### src/rtl/pong_physics_engine.sv
// pong_physics_engine: frame-rate physics for five balls and two player scores.
// Each frame tick walks every ball through MOVE, WALL, PAD and EDGE. Results
// collect in shadow registers and are committed to the outputs in one cycle.
// Optional macro PHYSICS_SPEEDUP_EN: each paddle reflection also raises |vx|
// by one, capped at VMAX.
module pong_physics_engine #(
  parameter int WIDTH       = 640,
  parameter int HEIGHT      = 480,
  parameter int BALL_RADIUS = 6,
  parameter int PAD_HALF_W  = 4,
  parameter int PAD_HALF_H  = 40,
  parameter int INIT_VX     = 3,
  parameter int INIT_VY     = 2,
  parameter int VMAX        = 8
) (
  input  logic               clk,
  input  logic               rst_n,
  input  logic               tick,
  input  logic signed [10:0] paddle10_posx,
  input  logic signed [10:0] paddle10_posy,
  input  logic signed [10:0] paddle11_posx,
  input  logic signed [10:0] paddle11_posy,
  input  logic signed [10:0] paddle20_posx,
  input  logic signed [10:0] paddle20_posy,
  input  logic signed [10:0] paddle21_posx,
  input  logic signed [10:0] paddle21_posy,
  output logic signed [10:0] ball1_posx,
  output logic signed [10:0] ball1_posy,
  output logic signed [10:0] ball1_velx,
  output logic signed [10:0] ball1_vely,
  output logic signed [10:0] ball2_posx,
  output logic signed [10:0] ball2_posy,
  output logic signed [10:0] ball2_velx,
  output logic signed [10:0] ball2_vely,
  output logic signed [10:0] ball3_posx,
  output logic signed [10:0] ball3_posy,
  output logic signed [10:0] ball3_velx,
  output logic signed [10:0] ball3_vely,
  output logic signed [10:0] ball4_posx,
  output logic signed [10:0] ball4_posy,
  output logic signed [10:0] ball4_velx,
  output logic signed [10:0] ball4_vely,
  output logic signed [10:0] ball5_posx,
  output logic signed [10:0] ball5_posy,
  output logic signed [10:0] ball5_velx,
  output logic signed [10:0] ball5_vely,
  output logic        [8:0]  Play1_S,
  output logic        [8:0]  Play2_S,
  output logic               busy,
  output logic               done,
  output logic               overrun
);

  localparam logic signed [11:0] R       = 12'(BALL_RADIUS);
  localparam logic signed [11:0] X_HI    = 12'(WIDTH - 1 - BALL_RADIUS);
  localparam logic signed [11:0] Y_HI    = 12'(HEIGHT - 1 - BALL_RADIUS);
  localparam logic signed [11:0] REACH_X = 12'(BALL_RADIUS + PAD_HALF_W);
  localparam logic signed [11:0] REACH_Y = 12'(BALL_RADIUS + PAD_HALF_H);
  localparam logic signed [11:0] VCAP    = 12'(VMAX);
  localparam logic signed [10:0] V0X     = 11'(INIT_VX);
  localparam logic signed [10:0] V0Y     = 11'(INIT_VY);
  localparam logic signed [10:0] CENTER_X = 11'sd320;
`ifdef PHYSICS_SPEEDUP_EN
  localparam logic signed [11:0] SPEED_INC = 12'sd1;
`else
  localparam logic signed [11:0] SPEED_INC = 12'sd0;
`endif

  typedef enum logic [2:0] {S_IDLE, S_MOVE, S_WALL, S_PAD, S_EDGE, S_COMMIT} state_t;

  state_t state;
  logic [2:0] idx;
  logic signed [11:0] nx, ny, wvx, wvy;

  logic signed [10:0] sh_px [5];
  logic signed [10:0] sh_py [5];
  logic signed [10:0] sh_vx [5];
  logic signed [10:0] sh_vy [5];
  logic signed [10:0] o_px  [5];
  logic signed [10:0] o_py  [5];
  logic signed [10:0] o_vx  [5];
  logic signed [10:0] o_vy  [5];
  logic [8:0] sh_s1, sh_s2, o_s1, o_s2;

  logic signed [11:0] pad_x [4];
  logic signed [11:0] pad_y [4];
  logic hit_left, hit_right, do_reflect;
  logic signed [11:0] mag, mag_n, capped, refl_vx;

  // Ball K respawns at row 80*K; idx is K-1.
  function automatic logic signed [10:0] spawn_y(input logic [2:0] k);
    int row;
    row = 80 * (int'(k) + 1);
    return 11'(row);
  endfunction

  function automatic logic [8:0] sat_inc(input logic [8:0] s);
    return (s == 9'h1FF) ? s : s + 9'd1;
  endfunction

  assign pad_x[0] = {paddle10_posx[10], paddle10_posx};
  assign pad_y[0] = {paddle10_posy[10], paddle10_posy};
  assign pad_x[1] = {paddle11_posx[10], paddle11_posx};
  assign pad_y[1] = {paddle11_posy[10], paddle11_posy};
  assign pad_x[2] = {paddle20_posx[10], paddle20_posx};
  assign pad_y[2] = {paddle20_posy[10], paddle20_posy};
  assign pad_x[3] = {paddle21_posx[10], paddle21_posx};
  assign pad_y[3] = {paddle21_posy[10], paddle21_posy};

  // Paddle overlap against the live paddle inputs and the reflected velocity.
  always_comb begin
    logic signed [11:0] dx, dy, adx, ady;
    dx = '0; dy = '0; adx = '0; ady = '0;
    hit_left  = 1'b0;
    hit_right = 1'b0;
    for (int p = 0; p < 4; p++) begin
      dx  = nx - pad_x[p];
      dy  = ny - pad_y[p];
      adx = (dx < 0) ? -dx : dx;
      ady = (dy < 0) ? -dy : dy;
      if (adx <= REACH_X && ady <= REACH_Y) begin
        if (p < 2) hit_left = 1'b1;
        else       hit_right = 1'b1;
      end
    end
    do_reflect = (hit_left && wvx < 0) || (hit_right && wvx > 0);
    mag     = (wvx < 0) ? -wvx : wvx;
    mag_n   = mag + SPEED_INC;
    capped  = (SPEED_INC != 0 && mag_n > VCAP) ? VCAP : mag_n;
    refl_vx = (wvx < 0) ? capped : -capped;
  end

  // Frame sequencer: per-ball physics steps, shadow updates and the commit.
  always_ff @(posedge clk or posedge rst_n) begin
    if (rst_n) begin
      state   <= S_IDLE;
      idx     <= '0;
      nx      <= '0;
      ny      <= '0;
      wvx     <= '0;
      wvy     <= '0;
      busy    <= 1'b0;
      done    <= 1'b0;
      overrun <= 1'b0;
      sh_s1   <= '0;
      sh_s2   <= '0;
      o_s1    <= '0;
      o_s2    <= '0;
      for (int k = 0; k < 5; k++) begin
        sh_px[k] <= CENTER_X;
        sh_py[k] <= spawn_y(3'(k));
        sh_vx[k] <= (k[0] == 1'b0) ? V0X : -V0X;
        sh_vy[k] <= (k[0] == 1'b0) ? V0Y : -V0Y;
        o_px[k]  <= CENTER_X;
        o_py[k]  <= spawn_y(3'(k));
        o_vx[k]  <= (k[0] == 1'b0) ? V0X : -V0X;
        o_vy[k]  <= (k[0] == 1'b0) ? V0Y : -V0Y;
      end
    end else begin
      done <= 1'b0;
      if (tick && state != S_IDLE) overrun <= 1'b1;
      case (state)
        S_IDLE: begin
          if (tick) begin
            state <= S_MOVE;
            idx   <= '0;
            busy  <= 1'b1;
          end
        end
        S_MOVE: begin
          nx    <= {sh_px[idx][10], sh_px[idx]} + {sh_vx[idx][10], sh_vx[idx]};
          ny    <= {sh_py[idx][10], sh_py[idx]} + {sh_vy[idx][10], sh_vy[idx]};
          wvx   <= {sh_vx[idx][10], sh_vx[idx]};
          wvy   <= {sh_vy[idx][10], sh_vy[idx]};
          state <= S_WALL;
        end
        S_WALL: begin
          if (ny < R) begin
            ny  <= R;
            wvy <= -wvy;
          end else if (ny > Y_HI) begin
            ny  <= Y_HI;
            wvy <= -wvy;
          end
          state <= S_PAD;
        end
        S_PAD: begin
          if (do_reflect) wvx <= refl_vx;
          state <= S_EDGE;
        end
        S_EDGE: begin
          sh_py[idx] <= ny[10:0];
          sh_vy[idx] <= wvy[10:0];
          if (nx < R) begin
            sh_s2      <= sat_inc(sh_s2);
            sh_px[idx] <= CENTER_X;
            sh_py[idx] <= spawn_y(idx);
            sh_vx[idx] <= V0X;
          end else if (nx > X_HI) begin
            sh_s1      <= sat_inc(sh_s1);
            sh_px[idx] <= CENTER_X;
            sh_py[idx] <= spawn_y(idx);
            sh_vx[idx] <= -V0X;
          end else begin
            sh_px[idx] <= nx[10:0];
            sh_vx[idx] <= wvx[10:0];
          end
          if (idx == 3'd4) begin
            state <= S_COMMIT;
          end else begin
            idx   <= idx + 3'd1;
            state <= S_MOVE;
          end
        end
        S_COMMIT: begin
          o_px  <= sh_px;
          o_py  <= sh_py;
          o_vx  <= sh_vx;
          o_vy  <= sh_vy;
          o_s1  <= sh_s1;
          o_s2  <= sh_s2;
          done  <= 1'b1;
          busy  <= 1'b0;
          state <= S_IDLE;
        end
        default: state <= S_IDLE;
      endcase
    end
  end

  assign ball1_posx = o_px[0];
  assign ball1_posy = o_py[0];
  assign ball1_velx = o_vx[0];
  assign ball1_vely = o_vy[0];
  assign ball2_posx = o_px[1];
  assign ball2_posy = o_py[1];
  assign ball2_velx = o_vx[1];
  assign ball2_vely = o_vy[1];
  assign ball3_posx = o_px[2];
  assign ball3_posy = o_py[2];
  assign ball3_velx = o_vx[2];
  assign ball3_vely = o_vy[2];
  assign ball4_posx = o_px[3];
  assign ball4_posy = o_py[3];
  assign ball4_velx = o_vx[3];
  assign ball4_vely = o_vy[3];
  assign ball5_posx = o_px[4];
  assign ball5_posy = o_py[4];
  assign ball5_velx = o_vx[4];
  assign ball5_vely = o_vy[4];
  assign Play1_S    = o_s1;
  assign Play2_S    = o_s2;

endmodule

### config.mk
export PLATFORM = sky130hd
export DESIGN_NAME = pong_physics_engine
export DESIGN_NICKNAME = d
export VERILOG_FILES = /design/src/rtl/pong_physics_engine.sv
export SDC_FILE = /design/constraint.sdc
export NUM_CORES = 2
export LEC_CHECK = 0
export BUFFER_PORTS_ARGS = -buffer_cell sky130_fd_sc_hd__buf_2
export CAP_MARGIN = 25
export CORE_MARGIN = 5
export CORE_UTILIZATION = 55
export CTS_BUF_LIST = sky130_fd_sc_hd__clkbuf_8
export CTS_CLUSTER_DIAMETER = 40
export CTS_CLUSTER_SIZE = 8
export DETAILED_ROUTE_END_ITERATION = 8
export GPL_ROUTABILITY_DRIVEN = 0
export PLACE_DENSITY = 0.89
export RECOVER_POWER = 25
export SKIP_CTS_REPAIR_TIMING = 1
export SYNTH_ARGS = -nofsm -noshare
export SYNTH_HDL_FRONTEND = slang
export SYNTH_SLANG_ARGS = --single-unit
### constraint.sdc
create_clock -name clk -period 17.7 [get_ports clk]
set_clock_uncertainty 0.1 [all_clocks]
set_input_delay 3.54 -clock clk [delete_from_list [all_inputs] [get_ports clk]]
set_output_delay 3.54 -clock clk [all_outputs]
set_load 0.1 [all_outputs]
Word-level counts from Yosys, hierarchy flattened
Cells that the tools add are included.

Input bits: 91. Output and inout port bits: 241. Word-level logic and storage cells: 205. ROM bits: 0. Latch bits: 0. RAM bits: 0. Flip-flop bits (word level): 533. Memories: 0.

Shifts and indexed selects: 0. Add/subtract/negate cells: 25. Multiplexer cells: 56. $lt $le $gt $ge: 24. Equality and inequality tests: 12. Bitwise logic cells: 13. Div/mod/pow operators: 0. Reduce and logical (&&, ||, !) cells: 21. $mul: 1.

Operators by type and width (count): 2-to-1 mux 55 bit (6); bitwise mux 55 bit (5); 2-to-1 mux 12 bit (15); binary-select mux 11 bit (select 3 bit) (4); negator 12 bit (11); less-than comparator 12 x 1 -> 1 bit (second input constant) (9); 2-to-1 mux 11 bit (9); subtractor 12 x 11 -> 12 bit (8); bitwise AND 45 bit (2); NOT 45 bit (2); case mux 12 bit (2 select lines) (3); bitwise OR 50 bit (1); less-or-equal comparator 12 x 5 -> 1 bit (second input constant) (4); less-or-equal comparator 12 x 7 -> 1 bit (second input constant) (4); demux 11 bit (select 3 bit) (1); adder 11 x 11 -> 12 bit (2); less-than comparator 12 x 4 -> 1 bit (second input constant) (2); bitwise OR 10 bit (2); adder 9 x 1 -> 9 bit (second input constant) (2); == test 9 bit (second input constant) (2); case mux 3 bit (5 select lines) (1); > comparator 12 x 1 -> 1 bit (second input constant) (1); > comparator 12 x 10 -> 1 bit (second input constant) (1); > comparator 12 x 11 -> 1 bit (second input constant) (1); 26 further kinds (54).

Longest topological paths before layout
Word-level depth: 11. Mapped depth: 21. Gate-level depth less buffers: 18.

Worst setup path after synthesis
No wires, ideal clock.

Path kind: in2reg. From: input port paddle20_posx[0]. To: register wvx[5]. Setup time: 141 ps. Data required time: 17459 ps. Arrival time: 6724 ps. Slack: 10735 ps. Cell stages on the path: 15. Buffers on the path: 1. Cells stage by stage: ha_1 -> fa_1 -> ha_1 -> nand3b_1 -> mux2_2 -> a211o_1 -> a311o_1 -> a221oi_2 -> nor3_1 -> o31ai_2 -> o2bb2ai_2 -> o211ai_4 -> clkbuf_1 -> o21ai_0 -> a31oi_1.

Longest elaborated chain between the ends: 11. Elaborated cells between the ends (all ways): 12. Classes of those cells: add/sub (2); order compare (2); eq/ne (1); mux (3); reduce/logical (4).

Ends and longest elaborated chain: from (decl) (RTL line 23) `input logic signed [10:0] paddle20_posx,`; subtractor 12 x 11 -> 12 bit * (RTL line 117) `dx = nx - pad_x[p];`; negator 12 bit / less-than comparator 12 x 1 -> 1 bit (equally long branches) (RTL line 119) `adx = (dx < 0) ? -dx : dx;`; 2-to-1 mux 12 bit * (RTL line 119); less-or-equal comparator 12 x 5 -> 1 bit * (RTL line 121) `if (adx <= REACH_X && ady <= REACH_Y) begin`; logical AND 1 bit * (RTL line 121); 2-to-1 mux 1 bit * (2 in a row) (RTL line 121); logical AND 1 bit * (RTL line 126) `do_reflect = (hit_left && wvx < 0) || (hit_right && wvx > 0);`; logical OR 1 bit * (RTL line 126); inequality test 2 bit (no line) *; AND reduction 2 bit (no line) *; to (signal assigned) (RTL line 173) `wvx <= {sh_vx[idx][10], sh_vx[idx]};`; to (signal assigned) (RTL line 188) `if (do_reflect) wvx <= refl_vx;`; to (decl) (RTL line 73) `logic signed [11:0] nx, ny, wvx, wvy;`.

Mark *: on every way between the ends. The rest lies on a longest branch, timed or not. A chain may end at the register's enable or synchronous reset.

Worst setup path after layout
From: register idx[2]. To: register sh_vx[27] (netlist name).

Longest elaborated chain between the ends: 8. Elaborated cells between the ends (all ways): 12. Classes of those cells: order compare (2); mux (5); bitwise (4); reduce/logical (1).

Ends and longest elaborated chain: from (decl) (RTL line 72) `logic [2:0] idx;`; from (signal assigned) (RTL line 211) `idx <= idx + 3'd1;`; NOT 3 -> 4 bit (not written as such) * (RTL line 198, 203, 206); >= comparator 4 bit (not written as such) / less-than comparator 4 x 1 -> 1 bit (equally long branches) (RTL line 198, 203, 206); logical AND 1 bit (not written as such) (RTL line 198, 203, 206); 2-to-1 mux 11 bit (not written as such) (RTL line 198, 203, 206); demux 11 bit (select 3 bit) * (RTL line 198, 203, 206); bitwise mux 55 bit (tied with other cells) (RTL line 206) `sh_vx[idx] <= wvx[10:0];`; 2-to-1 mux 55 bit / bitwise AND 45 bit (equally long branches); 2-to-1 mux 55 bit * (RTL line 194) `if (nx < R) begin`; to (signal, indexed assignment) (RTL line 152) `sh_vx[k] <= (k[0] == 1'b0) ? V0X : -V0X;`; to (signal, indexed assignment) (RTL line 203) `sh_vx[idx] <= -V0X;`; to (signal, indexed assignment) (RTL line 206); to (decl) (RTL line 77) `logic signed [10:0] sh_vx [5];`.

Marks and branches as above.

==> run_summary.xml <==
<?xml version="1.0" encoding="UTF-8"?>
<metrics>
  <group name="status">
    <metric name="outcome" unit="">complete, but fails checks</metric>
    <metric name="violated_checks" unit="">capacitance limit, slew limit</metric>
  </group>
  <group name="routing">
    <metric name="detailedRoute.firstIterationViolations" unit="">2818</metric>
    <metric name="detail_route.vias_per_cell" unit="">5.99</metric>
    <metric name="drt_wl_total" unit="um">90800</metric>
    <metric name="remaining_drc_errors" unit="">0</metric>
    <metric name="routed_wire_length_per_instance" unit="um">20.0</metric>
    <metric name="route.antenna.remaining_nets" unit="">0</metric>
    <metric name="dr.pass1.iters" unit="">6</metric>
    <metric name="via_count" unit="">27200</metric>
  </group>
  <group name="worst_setup_path">
    <metric name="worstPathArrival" unit="ns">8.82</metric>
    <metric name="crit_chain" unit="">clkbuf_1 &gt; nor2_1 &gt; clkbuf_1 &gt; nand3_1 &gt; clkbuf_1 &gt; nor2_1 &gt; a22o_1</metric>
    <metric name="worst-path-max-fanout" unit="">50</metric>
    <metric name="timing.critical_path.slowest_stage_cell" unit="">sky130_fd_sc_hd__clkbuf_1</metric>
    <metric name="timing_worst_setup_path_type" unit="">reg2reg</metric>
    <metric name="required" unit="ns">18.12</metric>
    <metric name="critical-path-max-stage-delay" unit="ns">1.90</metric>
    <metric name="crit_top_cell" unit="">sky130_fd_sc_hd__clkbuf_1</metric>
    <metric name="crit_path_end_kind" unit="">register</metric>
    <metric name="crit_path_launch_type" unit="">register</metric>
  </group>
  <group name="yosys">
    <metric name="yosys_most_used_dff" unit="">sky130_fd_sc_hd__dfrtp_1</metric>
    <metric name="ys_seq_area_frac" unit="">0.446</metric>
    <metric name="synth_area_per_cell" unit="um2">8.66</metric>
    <metric name="netlist_instances" unit="">3492</metric>
    <metric name="post_synth_edffs" unit="">0</metric>
    <metric name="synth.distinct_cells" unit="">103</metric>
    <metric name="postSynth.asyncResetShare" unit="">1.00</metric>
    <metric name="postSynthRegisterBits" unit="">532</metric>
    <metric name="synth.yosys.warnings" unit="">0</metric>
    <metric name="area_of_the_mapped_netlist" unit="mm2">0.0303</metric>
    <metric name="synth_nets" unit="">3731</metric>
  </group>
  <group name="timing">
    <metric name="timing.final.crit_share" unit="">0.474</metric>
    <metric name="worst_pin_slew" unit="ns">4.04</metric>
    <metric name="final_period_minus_worst_setup_slack" unit="ns">8.40</metric>
    <metric name="fin_hold_ws" unit="ns">0.349</metric>
    <metric name="grt_setup_unrepaired" unit="">false</metric>
    <metric name="totalNegativeSetupSlack" unit="ns">0</metric>
    <metric name="relSlewSlack" unit="">-1.69</metric>
    <metric name="setup-violations-final" unit="">0</metric>
    <metric name="final.setup.worst_slack" unit="ns">9.30</metric>
    <metric name="clock.fmax" unit="GHz">0.119</metric>
    <metric name="timing_max_transition_violations_final" unit="">759</metric>
    <metric name="hold_violations" unit="">0</metric>
  </group>
  <group name="min_path">
    <metric name="hold_path.class" unit="">reg2reg</metric>
  </group>
  <group name="die">
    <metric name="design.portCount" unit="">332</metric>
    <metric name="fp.dieW" unit="um">245</metric>
    <metric name="design.core.area" unit="mm2">0.0548</metric>
    <metric name="core.rowCount" unit="">86</metric>
    <metric name="effective_utilization_at_floorplan" unit="">0.552</metric>
    <metric name="die_h" unit="um">245</metric>
    <metric name="fp.dieArea" unit="mm2">0.0598</metric>
  </group>
  <group name="clocking">
    <metric name="cts-htree-levels" unit="">3</metric>
    <metric name="clock_transition_time_at_the_flip_flop_clock_pins_of_the_worst_setup_and_hold_paths" unit="ns">0.07</metric>
    <metric name="cts_tree" unit="">done</metric>
    <metric name="worstSkewPairLatency" unit="ns">0.65</metric>
    <metric name="cts_sinks" unit="">532</metric>
    <metric name="clock_tree.root_cell" unit="">sky130_fd_sc_hd__clkbuf_8</metric>
    <metric name="tritoncts.num_buffers" unit="">78</metric>
    <metric name="cts_max_path_buffers" unit="">3</metric>
  </group>
  <group name="cells_and_area">
    <metric name="nNetsFinal" unit="">4007</metric>
    <metric name="layout_cells_sized_above_1" unit="">0.179</metric>
    <metric name="area_growth_syn_to_layout" unit="%">11.7</metric>
    <metric name="mostFrequentLayoutCell" unit="">sky130_fd_sc_hd__nand2_1</metric>
    <metric name="layout_common_cells" unit="">sky130_fd_sc_hd__nand2_1, sky130_fd_sc_hd__dfrtp_1, sky130_fd_sc_hd__buf_2, sky130_fd_sc_hd__o21ai_0, sky130_fd_sc_hd__inv_1</metric>
  </group>
  <group name="grt">
    <metric name="first_global_vias" unit="">25900</metric>
    <metric name="grt_start_max_net_pins" unit="">174</metric>
    <metric name="grt_remaining_overflow" unit="">0</metric>
    <metric name="grt_pass1_wl" unit="um">141000</metric>
    <metric name="antenna_found_initial" unit="">1</metric>
    <metric name="gr-usage-all-layers" unit="">0.293</metric>
  </group>
  <group name="placed_design">
    <metric name="dp.final_hpwl" unit="um">63900</metric>
    <metric name="dp_worst_setup_slack" unit="ns">10.08</metric>
    <metric name="place.port_buffers" unit="">331</metric>
  </group>
  <group name="power_and_ir_drop">
    <metric name="power.ir.vdd_worst" unit="mV">0.0841</metric>
    <metric name="p_per_area" unit="mW/mm2">163</metric>
    <metric name="p_leak" unit="nW">17.0</metric>
  </group>
  <group name="run">
    <metric name="drv_cap" unit="">14</metric>
  </group>
</metrics>
[cell type report]
cell class | instances | area, um2
sequential | 532 | 13500
antenna | 1 | 2.50
clock buffer | 81 | 1110
inverter | 152 | 576
multi-input combinational | 2639 | 15500
tap | 704 | 881
timing repair buffer | 365 | 1920
clock inverter | 62 | 258
fill | 4429 | 21000
[power by group]
part           leakage, nW  total (mW)  internal (mW)  switching, mW
Combinational         9.26        2.87          0.867           2.00
Clock                0.891       0.897          0.425          0.472
Sequential            6.82        1.73           1.47          0.267
Total                 17.0        5.50           2.76           2.74
[routing by layer]
layer | vias to the layer above | part of all wire | track usage
met4 | 0 | 0.061 | 0.159
met2 | 1332 | 0.46 | 0.462
li1 | 12600 | - | -
met5 | - | 0 | 0
met3 | 311 | 0.086 | 0.0632
met1 | 12900 | 0.39 | 0.379
[critical path, delay by kind of cell (launching register included)]
kind	cells	cell delay, ns
flops	1	0.78
compound gates	1	0.35
buf+inv	3	4.50
simple gates	3	2.49
[state kept, by name, indices dropped and copies added, names as in the netlist, 12 cells and up]
register  cells
sh_px        55
nx           12
sh_vx        55
wvx          12
ny           12
sh_py        55
sh_vy        55
[cell usage after synthesis, drive strengths merged, types with 10 or more instances]
library cell,number,area share
buf,22,0.0034
nand2b,25,0.0052
ha,137,0.057
nand4,19,0.0039
o311ai,10,0.0031
xor2,42,0.012
a211oi,23,0.0060
inv,152,0.019
o31ai,15,0.0041
dfrtp,388,0.32
and2,20,0.0042
or2,24,0.0050
or3,21,0.0043
mux2,46,0.017
o21a,25,0.0062
nor2b,35,0.0075
a211o,11,0.0032
and3,18,0.0037
nand2,1006,0.12
nor4,17,0.0037
a21oi,139,0.023
mux2i,48,0.016
dfstp,144,0.13
a22o,16,0.0046
a21o,22,0.0055
nor2,166,0.021
o211ai,20,0.0056
o22ai,54,0.011
a31oi,19,0.0039
a22oi,44,0.011
nor3,47,0.0078
clkbuf,147,0.018
o21ai,274,0.045
fa,11,0.0073
xnor2,63,0.018
nor3b,13,0.0032
nand3,60,0.0099
[metrics by stage]
stage	total power, mW	cell area, um2	util	std cells
global placement	4.47	32400	0.592	4388
floorplan	3.86	30300	-	3492
CTS	5.46	33800	0.618	4532
global route	5.82	33800	0.617	4535
detailed placement	4.56	32400	0.592	4389
finish	5.50	33800	0.617	4536
[cell families after synthesis]
family | synth area share
XOR/XNOR | 0.0322
AND/OR/NAND/NOR | 0.214
buffers and inverters | 0.0405
multiplexers | 0.0382
adder cells (fa/ha/maj) | 0.0643
AO/OA/AOI/OAI | 0.165
flip-flops | 0.446
[final timing paths]
kind                                             from                    endpoint  slack, ns  cells past startpoint
worst max-delay path               idx[2]$_DFFE_PP0P_       sh_vx[27]$_DFFE_PP0P_       9.30                      7
worst min-delay path            sh_vy[21]$_DFFE_PP1P_  ball4_vely[10]$_DFFE_PP1P_       0.35                      2
worst max register to register     idx[2]$_DFFE_PP0P_       sh_vx[27]$_DFFE_PP0P_       9.30                      7
worst min register to register  sh_vy[21]$_DFFE_PP1P_  ball4_vely[10]$_DFFE_PP1P_       0.35                      2
max in group asynchronous                       rst_n   ball3_vely[4]$_DFFE_PP0P_      12.25                      5
min in group asynchronous                       rst_n   ball3_velx[3]$_DFFE_PP0P_       2.99                      3
Note: power is estimated with default switching activity, not from simulation.
